### config.mk
export PLATFORM = sky130hd
export DESIGN_NAME = catch_arbiter_flat
export DESIGN_NICKNAME = d
export VERILOG_FILES = /design/src/rtl/catch_arbiter_if.sv /design/src/rtl/catch_arbiter.sv /design/src/flat_wrapper.sv
export SDC_FILE = /design/constraint.sdc
export NUM_CORES = 1
export LEC_CHECK = 0
export ABC_CLOCK_PERIOD_IN_PS = 5600
export BUFFER_PORTS_ARGS = -buffer_cell sky130_fd_sc_hd__buf_2
export CAP_MARGIN = 30
export CORE_MARGIN = 2
export CORE_UTILIZATION = 58
export DETAILED_ROUTE_END_ITERATION = 16
export HOLD_SLACK_MARGIN = 0.03
export MAX_ROUTING_LAYER = met4
export PLACE_DENSITY = 0.94
export SLEW_MARGIN = 40
export SYNTH_ARGS = -nofsm -noshare
export SYNTH_HDL_FRONTEND = slang
export SYNTH_SLANG_ARGS = --single-unit
### constraint.sdc
create_clock -name Clk -period 5.6 [get_ports Clk]
set_input_delay 1.12 -clock Clk [delete_from_list [all_inputs] [get_ports Clk]]
set_output_delay 1.12 -clock Clk [all_outputs]
set_load 0.02 [all_outputs]
### src/rtl/catch_arbiter_if.sv
// Bus between the object modules, the claw controllers and the catch arbiter.
// master drives per-object hit/alive/value and claw status; slave is the arbiter.
interface catch_arbiter_if #(
    parameter int unsigned N_OBJ   = 8,
    parameter int unsigned VAL_W   = 8,
    parameter int unsigned SCORE_W = 14
);
    logic [N_OBJ-1:0]       hit_l;
    logic [N_OBJ-1:0]       hit_r;
    logic [N_OBJ-1:0]       obj_alive;
    logic [N_OBJ*VAL_W-1:0] obj_value;
    logic                   claw_home_l;
    logic                   claw_home_r;
    logic                   is_explodel;
    logic                   is_exploder;

    logic [N_OBJ-1:0]       grant_l;
    logic [N_OBJ-1:0]       grant_r;
    logic                   busy_l;
    logic                   busy_r;
    logic [N_OBJ-1:0]       kill;
    logic [SCORE_W-1:0]     score_l;
    logic [SCORE_W-1:0]     score_r;
    logic                   score_pulse_l;
    logic                   score_pulse_r;

    modport master (
        output hit_l, hit_r, obj_alive, obj_value,
        output claw_home_l, claw_home_r, is_explodel, is_exploder,
        input  grant_l, grant_r, busy_l, busy_r, kill,
        input  score_l, score_r, score_pulse_l, score_pulse_r
    );

    modport slave (
        input  hit_l, hit_r, obj_alive, obj_value,
        input  claw_home_l, claw_home_r, is_explodel, is_exploder,
        output grant_l, grant_r, busy_l, busy_r, kill,
        output score_l, score_r, score_pulse_l, score_pulse_r
    );
endinterface

### src/rtl/catch_arbiter.sv
// Catch arbiter: gives each claw at most one object, never the same object to both,
// holds it through the haul, then credits its value or discards it on dynamite.
// Index 0 of every per-claw array is the left claw, index 1 the right claw.
module catch_arbiter #(
    parameter int unsigned N_OBJ   = 8,
    parameter int unsigned VAL_W   = 8,
    parameter int unsigned SCORE_W = 14
) (
    input  logic           Clk,
    input  logic           reset,
    input  logic           is_new_game_start,
    catch_arbiter_if.slave bus
);
    localparam int unsigned IDX_W = (N_OBJ > 1) ? $clog2(N_OBJ) : 1;

    typedef enum logic [1:0] {StIdle, StHaul, StCredit, StBlast} claw_state_e;

    claw_state_e                     state_q [2];
    claw_state_e                     state_d [2];
    logic [1:0][N_OBJ-1:0]           grant_q, grant_d;
    logic [1:0][IDX_W-1:0]           idx_q, idx_d;
    logic [1:0]                      busy_q, busy_d;
    logic [1:0][SCORE_W-1:0]         score_q, score_d;
    logic [1:0]                      pulse_q, pulse_d;
    logic [N_OBJ-1:0]                kill_q, kill_d;
    logic                            tie_q, tie_d;

    logic                            clear;
    logic [1:0][N_OBJ-1:0]           elig;
    logic [1:0]                      pick_vld;
    logic [1:0][IDX_W-1:0]           pick_idx;
    logic                            tie;
    logic [N_OBJ-1:0]                tie_mask;
    logic [1:0][VAL_W-1:0]           val_sel;
    logic [1:0]                      explode;
    logic [1:0]                      home;

    // Lowest set bit of v as {found, index}.
    function automatic logic [IDX_W:0] find_lowest(input logic [N_OBJ-1:0] v);
        logic [IDX_W:0] res;
        res = '0;
        for (int i = N_OBJ - 1; i >= 0; i--) begin
            if (v[i]) begin
                res = {1'b1, IDX_W'(i)};
            end
        end
        return res;
    endfunction

    // Score add that sticks at all-ones instead of wrapping.
    function automatic logic [SCORE_W-1:0] sat_add(input logic [SCORE_W-1:0] a,
                                                   input logic [VAL_W-1:0]   b);
        logic [SCORE_W:0] sum;
        sum = {1'b0, a} + (SCORE_W + 1)'(b);
        return sum[SCORE_W] ? '1 : sum[SCORE_W-1:0];
    endfunction

    assign clear   = reset | is_new_game_start;
    assign explode = {bus.is_exploder, bus.is_explodel};
    assign home    = {bus.claw_home_r, bus.claw_home_l};

    // Eligibility and object selection, including the alternating tie-break.
    always_comb begin
        tie_mask = '0;
        elig[0]  = bus.hit_l & bus.obj_alive & ~grant_q[1] & ~kill_q;
        elig[1]  = bus.hit_r & bus.obj_alive & ~grant_q[0] & ~kill_q;
        for (int c = 0; c < 2; c++) begin
            {pick_vld[c], pick_idx[c]} = find_lowest(elig[c]);
        end
        tie = (state_q[0] == StIdle) && (state_q[1] == StIdle) &&
              pick_vld[0] && pick_vld[1] && (pick_idx[0] == pick_idx[1]);
        tie_d = tie ? ~tie_q : tie_q;
        if (tie) begin
            tie_mask[pick_idx[0]] = 1'b1;
            // tie_q == 0 lets the left claw keep the contested object
            if (tie_q) begin
                {pick_vld[0], pick_idx[0]} = find_lowest(elig[0] & ~tie_mask);
            end else begin
                {pick_vld[1], pick_idx[1]} = find_lowest(elig[1] & ~tie_mask);
            end
        end
    end

    // Value of the object each claw currently holds.
    always_comb begin
        val_sel = '0;
        for (int c = 0; c < 2; c++) begin
            for (int i = 0; i < N_OBJ; i++) begin
                if (idx_q[c] == IDX_W'(i)) begin
                    val_sel[c] = bus.obj_value[i*VAL_W +: VAL_W];
                end
            end
        end
    end

    // Per-claw next state and next registered outputs.
    always_comb begin
        kill_d = '0;
        for (int c = 0; c < 2; c++) begin
            state_d[c] = state_q[c];
            grant_d[c] = grant_q[c];
            idx_d[c]   = idx_q[c];
            busy_d[c]  = busy_q[c];
            score_d[c] = score_q[c];
            pulse_d[c] = 1'b0;
            unique case (state_q[c])
                StIdle: begin
                    grant_d[c] = '0;
                    busy_d[c]  = 1'b0;
                    if (pick_vld[c]) begin
                        state_d[c]              = StHaul;
                        idx_d[c]                = pick_idx[c];
                        grant_d[c][pick_idx[c]] = 1'b1;
                        busy_d[c]               = 1'b1;
                    end
                end
                StHaul: begin
                    if (!bus.obj_alive[idx_q[c]]) begin
                        // Object vanished under the claw: drop it silently
                        state_d[c] = StIdle;
                        grant_d[c] = '0;
                        busy_d[c]  = 1'b0;
                    end else if (explode[c]) begin
                        state_d[c] = StBlast;
                        grant_d[c] = '0;
                        busy_d[c]  = 1'b0;
                        kill_d     = kill_d | grant_q[c];
                    end else if (home[c]) begin
                        state_d[c] = StCredit;
                        grant_d[c] = '0;
                        busy_d[c]  = 1'b0;
                        kill_d     = kill_d | grant_q[c];
                        score_d[c] = sat_add(score_q[c], val_sel[c]);
                        pulse_d[c] = 1'b1;
                    end
                end
                StCredit, StBlast: begin
                    state_d[c] = StIdle;
                end
                default: begin
                    state_d[c] = StIdle;
                end
            endcase
        end
    end

    // FSM state and tie-break register.
    always_ff @(posedge Clk) begin
        if (clear) begin
            state_q <= '{StIdle, StIdle};
            idx_q   <= '0;
            tie_q   <= 1'b0;
        end else begin
            state_q <= state_d;
            idx_q   <= idx_d;
            tie_q   <= tie_d;
        end
    end

    // Registered outputs.
    always_ff @(posedge Clk) begin
        if (clear) begin
            grant_q <= '0;
            busy_q  <= '0;
            score_q <= '0;
            pulse_q <= '0;
            kill_q  <= '0;
        end else begin
            grant_q <= grant_d;
            busy_q  <= busy_d;
            score_q <= score_d;
            pulse_q <= pulse_d;
            kill_q  <= kill_d;
        end
    end

    assign bus.grant_l       = grant_q[0];
    assign bus.grant_r       = grant_q[1];
    assign bus.busy_l        = busy_q[0];
    assign bus.busy_r        = busy_q[1];
    assign bus.kill          = kill_q;
    assign bus.score_l       = score_q[0];
    assign bus.score_r       = score_q[1];
    assign bus.score_pulse_l = pulse_q[0];
    assign bus.score_pulse_r = pulse_q[1];

endmodule

### src/flat_wrapper.sv
// flat-port wrapper written by rule: the top's interface ports become plain ports
module catch_arbiter_flat 
#(
    parameter int unsigned N_OBJ   = 8,
    parameter int unsigned VAL_W   = 8,
    parameter int unsigned SCORE_W = 14
)
  (Clk, reset, is_new_game_start, bus_hit_l, bus_hit_r, bus_obj_alive, bus_obj_value, bus_claw_home_l, bus_claw_home_r, bus_is_explodel, bus_is_exploder, bus_grant_l, bus_grant_r, bus_busy_l, bus_busy_r, bus_kill, bus_score_l, bus_score_r, bus_score_pulse_l, bus_score_pulse_r);
  catch_arbiter_if #(.N_OBJ(N_OBJ), .VAL_W(VAL_W), .SCORE_W(SCORE_W)) bus_i ();
  input  logic Clk;
  input  logic reset;
  input  logic is_new_game_start;
  input wire logic [$bits(bus_i.hit_l)-1:0] bus_hit_l;
  input wire logic [$bits(bus_i.hit_r)-1:0] bus_hit_r;
  input wire logic [$bits(bus_i.obj_alive)-1:0] bus_obj_alive;
  input wire logic [$bits(bus_i.obj_value)-1:0] bus_obj_value;
  input wire logic [$bits(bus_i.claw_home_l)-1:0] bus_claw_home_l;
  input wire logic [$bits(bus_i.claw_home_r)-1:0] bus_claw_home_r;
  input wire logic [$bits(bus_i.is_explodel)-1:0] bus_is_explodel;
  input wire logic [$bits(bus_i.is_exploder)-1:0] bus_is_exploder;
  output wire logic [$bits(bus_i.grant_l)-1:0] bus_grant_l;
  output wire logic [$bits(bus_i.grant_r)-1:0] bus_grant_r;
  output wire logic [$bits(bus_i.busy_l)-1:0] bus_busy_l;
  output wire logic [$bits(bus_i.busy_r)-1:0] bus_busy_r;
  output wire logic [$bits(bus_i.kill)-1:0] bus_kill;
  output wire logic [$bits(bus_i.score_l)-1:0] bus_score_l;
  output wire logic [$bits(bus_i.score_r)-1:0] bus_score_r;
  output wire logic [$bits(bus_i.score_pulse_l)-1:0] bus_score_pulse_l;
  output wire logic [$bits(bus_i.score_pulse_r)-1:0] bus_score_pulse_r;
  assign bus_i.hit_l = bus_hit_l;
  assign bus_i.hit_r = bus_hit_r;
  assign bus_i.obj_alive = bus_obj_alive;
  assign bus_i.obj_value = bus_obj_value;
  assign bus_i.claw_home_l = bus_claw_home_l;
  assign bus_i.claw_home_r = bus_claw_home_r;
  assign bus_i.is_explodel = bus_is_explodel;
  assign bus_i.is_exploder = bus_is_exploder;
  assign bus_grant_l = bus_i.grant_l;
  assign bus_grant_r = bus_i.grant_r;
  assign bus_busy_l = bus_i.busy_l;
  assign bus_busy_r = bus_i.busy_r;
  assign bus_kill = bus_i.kill;
  assign bus_score_l = bus_i.score_l;
  assign bus_score_r = bus_i.score_r;
  assign bus_score_pulse_l = bus_i.score_pulse_l;
  assign bus_score_pulse_r = bus_i.score_pulse_r;
  catch_arbiter #(.N_OBJ(N_OBJ), .VAL_W(VAL_W), .SCORE_W(SCORE_W)) u_core (.Clk(Clk), .reset(reset), .is_new_game_start(is_new_game_start), .bus(bus_i));
endmodule
==> impl_results.md <==
- CP Launch Type: register
- Worst VDD drop: 126 uV
- Max-cap check violation count: 0
- Maximum number of buffers from clock root to sink: 2
- Initial Util: 0.595
- Clock insertion delay at the later pin of the skew report: 350 ps
- Switching power as a share of total power: 0.340
- CTS buffer count: 9
- Die ar.: 10200 um^2
- # port buffers: 150
- Final setup viols: 0
- Family with the most delay on the worst path: compound AO/OA/AOI/OAI gates
- Relative slew slack: 0.344
- Power density over the cells: 205 nW/um^2
- Vias in the first global route: 5644
- Most common flop cell mapped by yosys: dfxtp_1
- DRC violations left: 0
- Initial antenna violation count: 0
- Synthesized netlist net count: 739
- Non-Filler Instances: 874
- Fraction of post-synthesis cell area in the top cell type by area: 0.245
- WP data arrival: 4260 ps
- Area of the core: 9200 um^2
- Placed cell count: 860
- Final Hold Vio Count: 0
- Worst min-delay path category: register to register
- Resized cells post-CTS: 0
- Synthesized area: 5470 um^2
- Clock transition at path regs: 80 ps
- Average via count per standard cell: 6.98
- Sum of net half-perimeters after detailed placement: 14.2 mm
- DRT Wirelength: 18.3 mm
- Number of vias after detailed routing: 6102
- Cell taking the most area after synthesis: dfxtp_1
- Total number of placement rows: 35
- Mean Syn Cell Area: 8.74 um^2
- Post-DP Area: 6270 um^2
- Detailed router's first-iteration violation count: 499
- Critical path class: register to register
- CP Max Fanout: 17
- Finished Cell Area: 6460 um^2
- Total global routing track utilization: 0.361
- Worst-margin pin slew: 970 ps
- Setup repair after global routing missed its margin: false
- Share of synthesized area occupied by flip-flops and latches: 0.245
- Portion of total power attributed to sequential cells: 0.384
- Area growth from synthesis to layout: 18.1%
- Post-CTS repair timing setup buffer count: 0
- Maximum number of pins on one net before global-route repair: 37
- Vertical die dimension: 101 um
- ANT cells: 0
- Count of cell types in the netlist: 84
- Data required time at the worst endpoint: 5810 ps
- Critical path's largest stage delay: 410 ps
- CTS tree: done
- Net switching power: 450 uW
- Clock tree skew after final layout: 16.7 ps
- Drt first pass iters: 5
- Chain of cells forming the critical path: buf_4 -> and2_1 -> nand2_1 -> o31ai_1 -> a2111oi_0 -> a21oi_1 -> ha_1 -> fa_1 -> a21o_1 -> a21oi_1 -> o21bai_1 -> a21oi_1 -> o21bai_1 -> a21o_1 -> nand2_1 -> a31oi_1
- Logic pwr share: 0.317
- Slew Limit Fails: 0
- Top cell by count, worst path: a21oi_1
- Endpoint type of the worst setup path: register
- Clock Power Share: 0.300
- Aggregate negative setup slack: 0 ps
- Leakage power: 2.78 nW
- CP bufs+invs: 1
- Post-synth EDFFs: 0
- Max frequency: 0.247 GHz
- # H-tree levels: 3
- Warning count from the yosys run: 0
- Most area-consuming cells after synthesis: dfxtp_1 (25%), a21oi_1 (4.6%), mux2i_1 (4.4%)
- Share of the core filled with cells in the final layout: 0.703
- Status: completed
- Boundary Pins: 151
- Gate count after technology mapping: 626
- Time the final worst path needs with I/O delays and setup: 4040 ps
- Slowest CP cell: fa_1
- Clock sink total: 67
- Drt wl/cell: 21.0 um
- Internal power component: 873 uW
- Number of storage elements in the synthesis netlist: 67
- Final weighted congestion in routability-driven placement: 1.00
- Congestion Overflow GR: 0
- Count of nets left with antenna violations after detail routing: 0
- Proportion of layout cells with a drive suffix above 1: 0.301
- Count of hold buffers inserted by post-cts repair: 0
- Die outline width: 101 um
- First-pass GRT wire length: 28.5 mm
- Fraction of registers with async set or reset after synthesis: 0
- Clock root buffer: clkbuf_8
- Net count, final: 873
- Portion of the clock cycle consumed by the worst path in the final layout: 0.722
==> synthesized netlist by cell type, types with 14 or more instances <==
master    instances
dfxtp_1          67
a32o_1           14
nor2_1           53
inv_1            15
a21o_1           16
nand2_1          24
ha_1             16
o21ai_0          47
a22oi_1          20
clkbuf_1         20
mux2i_1          24
a21oi_1          50
==> cells by family after synthesis <==
kind of cell               share of synthesized area
adders and majority gates                     0.0439
and+or+nand+nor                                0.225
xor gates and xnor gates                      0.0256
buffers and inverters                         0.0373
DFF                                            0.245
AOI/OAI and AO/OA                              0.316
muxes                                          0.107
==> worst paths after layout <==
check | from | slack (ps) | cells past startpoint | endpoint
setup reg to reg | u_core.idx_q[4]$_SDFFE_PP0P_ | 1560 | 16 | u_core.bus.score_r[2]$_SDFFE_PP0P_
setup / recovery | u_core.idx_q[4]$_SDFFE_PP0P_ | 1560 | 16 | u_core.bus.score_r[2]$_SDFFE_PP0P_
hold / removal | u_core.busy_q[0]$_SDFFE_PP0P_ | 490 | 2 | u_core.busy_q[0]$_SDFFE_PP0P_
hold reg to reg | u_core.busy_q[0]$_SDFFE_PP0P_ | 490 | 2 | u_core.busy_q[0]$_SDFFE_PP0P_
==> tightest hold or removal path: stages (launching register included) <==
cell	delay [ps]
dfxtp_1	320
a21oi_1	60
nor2_1	70
==> cells in the final DEF (no fill, tap or decap), types with 10 or more instances in the layout <==
cell,Yosys,routed
buf_2,7,150
mux2i_1,24,24
a211oi_1,13,13
nor2b_1,11,11
nor2_1,53,52
a21oi_1,50,50
a32o_1,14,14
mux4_2,10,10
a21o_1,16,16
o21ai_0,47,47
dfxtp_1,67,66
clkbuf_8,1,10
a31oi_1,12,12
nand3_1,10,10
nand4bb_1,10,10
nand2_1,24,24
ha_1,16,16
inv_1,15,15
xnor2_1,12,12
o211ai_1,10,10
a22oi_1,20,20
==> flip-flops by register name, indices dropped and copies added, names as in the netlist <==
register / flops
u_core.bus.grant_l: 8
u_core.bus.grant_r: 8
u_core.bus.kill: 8
u_core.bus.score_l: 14
u_core.bus.score_r: 14
u_core.busy_q: 2
u_core.idx_q: 6
u_core.pulse_q: 2
u_core.state_q: 4
u_core.tie_q: 1
==> metal layers <==
layer / vias up / share of wire / global-route usage
li1: 2743 / - / -
met1: 2856 / 0.39 / 0.445
met2: 435 / 0.47 / 0.601
met3: 68 / 0.094 / 0.0442
met4: 0 / 0.039 / 0.148
met5: - / 0 / -
==> layout make-up <==
class                   count  area [um^2]
multi-input cells         510         3940
fillers                   696         2730
flip-flops and latches     67         1340
repair buffers            157          803
clock buffers              11          141
well taps                 111          139
inverters                  15         56.3
clock inverters             3         40.0
==> power groups by stage <==
stage / Clock (mW) / Sequential (mW) / Combinational [mW]
2_1_floorplan: 0 / 0.511 / 0.283
3_3_place_gp: 0 / 0.516 / 0.394
3_5_place_dp: 0 / 0.518 / 0.405
4_1_cts: 0.401 / 0.506 / 0.408
5_1_grt: 0.424 / 0.509 / 0.451
6_report: 0.396 / 0.507 / 0.419
==> metrics by stage <==
stage	worst slack (ps)	hold WS (ps)	power, mW
global placement	1390	475	0.910
detailed placement	1220	483	0.923
global route	1290	540	1.38
CTS	1350	499	1.31
finish	1560	487	1.32
floorplan	1860	474	0.794
(Power assumes the default switching activity.)
